`src/rtl/hdmi_acr_pkg.sv`:
```
// Shared constants for the HDMI audio clock regeneration generator.
package hdmi_acr_pkg;

    localparam int ACR_N_WIDTH = 20;
    localparam int ACR_SPA_WIDTH = ACR_N_WIDTH - 7;

    localparam logic [1:0] ACR_RATE_32K  = 2'b00;
    localparam logic [1:0] ACR_RATE_44K1 = 2'b01;
    localparam logic [1:0] ACR_RATE_48K  = 2'b10;

    // Samples per ACR period: N/128.
    function automatic logic [ACR_SPA_WIDTH-1:0] acr_spa(
        input logic [ACR_N_WIDTH-1:0] n
    );
        return n[ACR_N_WIDTH-1:7];
    endfunction

endpackage

```
`src/rtl/hdmi_acr_gen_cts_meter.sv`:
```
// Saturating clk counter between ACR events; the first period after a
// restart only arms the meter. Used when HDMI_ACR_CTS_MEASURE_EN is defined.
module acr_cts_meter #(
    parameter int CTS_WIDTH = 20
) (
    input  logic                 clk,
    input  logic                 reset,
    input  logic                 restart,
    input  logic                 acr_evt,
    output logic                 meas_valid,
    output logic [CTS_WIDTH-1:0] meas_cts
);

    localparam logic [CTS_WIDTH-1:0] CNT_MAX = '1;

    logic [CTS_WIDTH-1:0] cnt_q;
    logic                 armed_q;

    always_ff @(posedge clk or posedge reset) begin
        if (reset) begin
            cnt_q   <= '0;
            armed_q <= 1'b0;
        end else if (restart) begin
            cnt_q   <= '0;
            armed_q <= 1'b0;
        end else if (acr_evt) begin
            cnt_q   <= '0;
            armed_q <= 1'b1;
        end else if (cnt_q != CNT_MAX) begin
            cnt_q <= cnt_q + 1'b1;
        end
    end

    // A saturated period is not a usable measurement.
    assign meas_valid = armed_q && (cnt_q != CNT_MAX);
    assign meas_cts   = cnt_q + 1'b1;

endmodule

```
`src/rtl/hdmi_acr_gen.sv`:
```
// HDMI ACR packet strobe and N/CTS generator for 32k/44.1k/48k families.
// Define HDMI_ACR_CTS_MEASURE_EN to report measured CTS instead of nominal.
module hdmi_acr_gen
    import hdmi_acr_pkg::*;
#(
    parameter int N_32K     = 4096,
    parameter int N_44K1    = 6272,
    parameter int N_48K     = 6144,
    parameter int CTS_32K   = 27000,
    parameter int CTS_44K1  = 30000,
    parameter int CTS_48K   = 27000,
    parameter int CTS_WIDTH = 20
) (
    input  logic                   clk,
    input  logic                   reset,
    input  logic                   enable,
    input  logic [1:0]             rate_sel,
    input  logic                   sample_stb,
    output logic                   acr_stb,
    output logic [ACR_N_WIDTH-1:0] acr_n,
    output logic [CTS_WIDTH-1:0]   acr_cts,
    output logic                   cts_measured
);

    localparam logic [ACR_N_WIDTH-1:0] N32  = ACR_N_WIDTH'(N_32K);
    localparam logic [ACR_N_WIDTH-1:0] N441 = ACR_N_WIDTH'(N_44K1);
    localparam logic [ACR_N_WIDTH-1:0] N48  = ACR_N_WIDTH'(N_48K);
    localparam logic [CTS_WIDTH-1:0]   C32  = CTS_WIDTH'(CTS_32K);
    localparam logic [CTS_WIDTH-1:0]   C441 = CTS_WIDTH'(CTS_44K1);
    localparam logic [CTS_WIDTH-1:0]   C48  = CTS_WIDTH'(CTS_48K);

    logic [1:0]               rate_q;
    logic                     rate_chg;
    logic                     rate_chg_q;
    logic                     restart;
    logic                     acr_evt;
    logic [ACR_SPA_WIDTH-1:0] cnt_q;
    logic [ACR_SPA_WIDTH-1:0] spa;
    logic [ACR_N_WIDTH-1:0]   n_nom;
    logic [CTS_WIDTH-1:0]     cts_nom;

    always_comb begin
        n_nom   = N48;
        cts_nom = C48;
        case (rate_q)
            ACR_RATE_32K: begin
                n_nom   = N32;
                cts_nom = C32;
            end
            ACR_RATE_44K1: begin
                n_nom   = N441;
                cts_nom = C441;
            end
            default: begin
                n_nom   = N48;
                cts_nom = C48;
            end
        endcase
    end

    assign spa      = acr_spa(n_nom);
    assign rate_chg = (rate_sel != rate_q);
    // A rate change or disable wins over a coincident sample.
    assign restart  = rate_chg || !enable;
    assign acr_evt  = sample_stb && !restart && (cnt_q == spa - 1'b1);

    always_ff @(posedge clk or posedge reset) begin
        if (reset) begin
            rate_q     <= ACR_RATE_48K;
            rate_chg_q <= 1'b0;
            cnt_q      <= '0;
        end else begin
            rate_q     <= rate_sel;
            rate_chg_q <= rate_chg;
            if (restart || acr_evt) begin
                cnt_q <= '0;
            end else if (sample_stb) begin
                cnt_q <= cnt_q + 1'b1;
            end
        end
    end

`ifdef HDMI_ACR_CTS_MEASURE_EN
    logic                 meas_valid;
    logic [CTS_WIDTH-1:0] meas_cts;

    acr_cts_meter #(
        .CTS_WIDTH (CTS_WIDTH)
    ) u_meter (
        .clk        (clk),
        .reset      (reset),
        .restart    (restart),
        .acr_evt    (acr_evt),
        .meas_valid (meas_valid),
        .meas_cts   (meas_cts)
    );

    always_ff @(posedge clk or posedge reset) begin
        if (reset) begin
            acr_stb      <= 1'b0;
            acr_n        <= N48;
            acr_cts      <= C48;
            cts_measured <= 1'b0;
        end else begin
            acr_stb <= acr_evt;
            if (rate_chg_q) begin
                acr_n        <= n_nom;
                acr_cts      <= cts_nom;
                cts_measured <= 1'b0;
            end else if (acr_evt) begin
                acr_n <= n_nom;
                if (meas_valid) begin
                    acr_cts      <= meas_cts;
                    cts_measured <= 1'b1;
                end else begin
                    acr_cts      <= cts_nom;
                    cts_measured <= 1'b0;
                end
            end else if (!enable) begin
                cts_measured <= 1'b0;
            end
        end
    end
`else
    assign cts_measured = 1'b0;

    always_ff @(posedge clk or posedge reset) begin
        if (reset) begin
            acr_stb <= 1'b0;
            acr_n   <= N48;
            acr_cts <= C48;
        end else begin
            acr_stb <= acr_evt;
            if (rate_chg_q || acr_evt) begin
                acr_n   <= n_nom;
                acr_cts <= cts_nom;
            end
        end
    end
`endif

endmodule

```
`config.mk`:
```
export PLATFORM = sky130hd
export DESIGN_NAME = hdmi_acr_gen
export DESIGN_NICKNAME = d
export VERILOG_FILES = /design/src/rtl/hdmi_acr_pkg.sv /design/src/rtl/hdmi_acr_gen_cts_meter.sv /design/src/rtl/hdmi_acr_gen.sv
export SDC_FILE = /design/constraint.sdc
export NUM_CORES = 1
export LEC_CHECK = 0
export ABC_CLOCK_PERIOD_IN_PS = 3100
export CAP_MARGIN = 15
export CORE_MARGIN = 5
export CORE_UTILIZATION = 30
export CTS_CLUSTER_DIAMETER = 50
export DETAILED_ROUTE_END_ITERATION = 7
export MAX_ROUTING_LAYER = met4
export SETUP_SLACK_MARGIN = 0.05
export SYNTH_ARGS = -nofsm -noshare
export SYNTH_HDL_FRONTEND = slang
export SYNTH_SLANG_ARGS = --single-unit
```
`constraint.sdc`:
```
create_clock -name clk -period 3.1 [get_ports clk]
set_clock_uncertainty 0.15 [all_clocks]
set_input_delay 0.62 -clock clk [delete_from_list [all_inputs] [get_ports clk]]
set_output_delay 0.62 -clock clk [all_outputs]
set_load 0.05 [all_outputs]
```
==> After elaboration in Yosys (flattened, before gate mapping) <==
Index checks and enable logic that the tools add are counted.
{ "totals": {"latch_bits": 0, "ff_bits": 57, "output_inout_bits": 42, "mem_bits_rw": 0, "mem_count": 0, "rom_bits": 0, "word_cells": 24, "in_bits": 6} }
{ "op_classes": {"n_bitwise": 0, "n_eq_ne": 3, "n_div": 0, "mux": 4, "add_sub_neg": 2, "reduce_logical": 9, "order_cmp": 0, "mul": 0, "shift": 0} }
{ "op_table": {"columns": ["cell", "count"], "rows": [
  ["$mux 13", 3],
  ["$pmux 12 s2", 1],
  ["$add 13x1->13 const B", 1],
  ["$eq 13x13->1", 1],
  ["$sub 13x1->13 const B", 1],
  ["$logic_or 1x1->1", 3],
  ["$eq 2x1->1 const B", 1],
  ["$logic_and 1x1->1", 2],
  ["$logic_not 1->1", 2],
  ["$logic_not 2->1", 1],
  ["$ne 2x2->1", 1],
  ["$reduce_bool 2->1", 1]
]} }

==> Depth between registers and ports, before layout <==
{ "logic_depth": {"ltp_word": 7, "mapped_depth": 5, "depth_no_buf": 5} }

==> Worst setup path before layout <==
Ideal clock, no wire load.
{ "synth_timing": {"kind": "input to register", "start": "in sample_stb", "end": "reg cnt_q[12]", "required_time_ns": 2.873, "t_arrival_ns": 1.740, "path_buffers": 1, "cell_stages": 5, "setup_time_ns": 0.077, "slack_ns": 1.133, "path_cell_list": "buf_2 nand4_1 nor3_1 or3b_2 a21oi_1"} }
{ "synth_between": {"elab_chain_len": 4, "elab_cells_between_ends": 5, "classes_between": "mux (1); reduce/logical (4)"} }
{ "synth_rtl": {"columns": ["item", "line", "source"], "rows": [
  ["start, declared", "hdmi_acr_gen.sv:18", "input logic sample_stb,"],
  ["$logic_and 1x1->1 (2 in a row)", "hdmi_acr_gen.sv:65", "assign acr_evt = sample_stb && !restart && (cnt_q == spa - 1'b1);"],
  ["$logic_or 1x1->1", "hdmi_acr_gen.sv:75", "if (restart || acr_evt) begin"],
  ["$mux 13 / $reduce_bool 2->1 (equally long branches)", null, null],
  ["end signal, assigned", "hdmi_acr_gen.sv:78", "cnt_q <= cnt_q + 1'b1;"],
  ["end, declared", "hdmi_acr_gen.sv:37", "logic [ACR_SPA_WIDTH-1:0] cnt_q;"]
]} }
Several ways; a longest one is shown, not always the timed one.
A chain may end at the register's enable or synchronous reset.

==> results.tsv <==
metric	value	unit
tns	0	ps
r2r_start	cnt_q[0]	
synth_common_cells	buf_4, dfrtp_1, nor2_1, xnor2_1	
port_buffers	13	
cts_tree	yes	
synthFlopType	dfrtp_1	
syn_area	1320	um2
ys_seq_area_share	38.1	%
syn_inst	139	
maxCapViolCount	0	
cpPeakStageDelay	800	ps
final_area	1400	um2
synthTopCellsByArea	dfrtp_1, buf_4, xnor2_1	
regToRegEndpoint	cnt_q[12]	
drive_gt1_share	9.46	%
grt_util_met3	1.54	%
io_pins	48	
endpoint	acr_cts[6]	
cp.depth	1	
grt-busiest-layer	met2	
hold_class	reg2reg	
final_util	32.3	%
synth_area_per_cell	9.52	um2
antenna_left	0	
insertedDiodeCount	0	
postCtsSetupBuffers	0	
yosysUniqueCellTypes	30	
power.leakage	0.581	nW
area_growth	5.48	%
worst_slew_pin_slew	766	ps
synthMostInstantiatedCell	buf_4	
power_per_cell_area	475	nW/um2
startpoint	acr_cts[11]	
die_w	76.4	um
cts_max_path_buffers	2	
ys_warn_count	0	
dp.cells	196	
cts_sinks	20	
status	completed	
cts_resized	0	
cp-end-kind	primary output	
final-hold-violation-count	0	
root_buffer	clkbuf_8	
ir_drop	0.187	mV
crit_fanout	4	
grt_usage	7.69	%
cts_buffers	3	
htree_num_levels	1	
vias_per_cell	4.11	
synth_edf_count	0	
critPathKind	reg2out	
drtPass1Iterations	3	
clk_latency	260	ps
first_global_vias	794	
final-setup-viol-count	0	
fin_cells	200	
timing.critical_path.buf_inv	1	
met2_usage	12.9	%
ctsHoldBuffers	0	
placed_cell_area	1340	um2
required	2330	ps
path_cells	clkdlybuf4s50_1	
die_y	76.4	um
grt_pass1_wl	3640	um
max_freq	419	MHz
vias	822	
gp_congestion	0.883	
wirelength	2140	um
drtIter0Drc	8	
clkTransAtPathRegs	70	ps
fin_crit_sh	76.9	%
grtUsageMet1	8.69	%
std_cell_rows	24	
slowest_stage	clkdlybuf4s50_1	
drc	0	
nNetsFinal	156	
period_needed	2380	ps
antenna_found_initial	0	
maxSlewViolCount	0	
startpoint_type	flip-flop	
synth-seq-cells	20	
synthArstFlopShare	100	%
core-area	4320	um2
grt_max_degree	21	
netlist.area_leader.share	32.1	%
max_slew_margin	48.9	%
dieArea	5840	um2
arrival	1610	ps
crit_family	buffers and inverters	
dpl.hpwl	1670	um
initial_core_util	30.6	%
reg2reg_depth	5	
grt_overflow_total	0	
routedWlPerCell	10.7	um
r2r_setup_slack	1110	ps
rsz0062_at_grt	false	
synth_area_leader_cell	dfrtp_1	
-- placed cells by master (no fill, tap or decap), drive strengths merged --
master | Yosys | routed
or2b | 1 | 1
nand2b | 1 | 1
xnor2 | 10 | 10
clkdlybuf4s50 | 0 | 13
nor3 | 2 | 2
nand4 | 4 | 4
ha | 1 | 1
a41oi | 1 | 1
inv | 6 | 6
a31o | 1 | 1
o41ai | 1 | 1
or4 | 1 | 1
clkbuf | 0 | 4
or2 | 1 | 1
o22ai | 1 | 1
a21oi | 1 | 1
or3b | 1 | 1
and4 | 1 | 1
conb | 2 | 34
xor2 | 4 | 4
nor4 | 5 | 5
nand2 | 6 | 6
dfstp | 3 | 3
mux2i | 4 | 4
dfrtp | 17 | 17
nor2 | 17 | 17
mux2 | 1 | 1
and3 | 1 | 1
nand3 | 5 | 5
-- layer usage --
| layer | vias to the layer above | share of wire, % |
|---|---|---|
| met3 | 5 | 6.2 |
| met4 | 0 | 1.8 |
| met2 | 24 | 50 |
| met1 | 390 | 42 |
| met5 | - | 0 |
| li1 | 403 | - |
-- cell type report --
cell class	count	area, um2
inverters	6	22.5
repair buffers	13	130
clock buffers	4	55.1
multi-input cells	105	619
flip-flops and latches	20	504
well taps	52	65.1
fillers	461	2930
-- power breakdown --
part	internal (mW)	leakage [nW]	switching, mW
clock	0.113	0.0288	0.0864
combinational	0.0365	0.290	0.150
sequential	0.271	0.262	0.00719
total	0.420	0.581	0.243
-- stage by stage --
stage	hold WS [ps]	worst slack (ps)	power [mW]
6_report	324	715	0.663
5_1_grt	375	675	0.691
4_1_cts	332	697	0.669
3_5_place_dp	321	540	0.470
3_3_place_gp	311	590	0.469
2_1_floorplan	362	1130	0.480
-- state kept, by name (all words and copies together), names as in the netlist --
signal	cells
acr_cts	2
rate_chg_q	1
acr_stb	1
rate_q	2
acr_n	1
cnt_q	13
-- worst min-delay path by stage --
stage	startpoint	endpoint	slack (ps)	cells after the start
after floorplan	rate_q[1]	acr_n[11]	360	2
after global placement	acr_n[11]	acr_n[11]	310	2
after detailed placement	acr_n[11]	acr_n[11]	320	2
after CTS	acr_n[11]	acr_n[11]	330	2
after global routing	acr_n[11]	acr_n[11]	380	2
final	acr_n[11]	acr_n[11]	320	2
-- kinds of logic (layout without fill, tap and decap cells) --
logic type	after synthesis	count (layout)	synth area share (%)
AO/OA/AOI/OAI	5	5	4.25
XOR/XNOR	14	14	9.26
adder cells (fa/ha/maj)	1	1	0.945
AND/OR/NAND/NOR	46	46	17.6
flip-flops	20	20	38.1
other	2	34	0.567
buffers and inverters	46	23	24.2
multiplexers	5	5	5.10
Power figures use the tool's default switching activity.
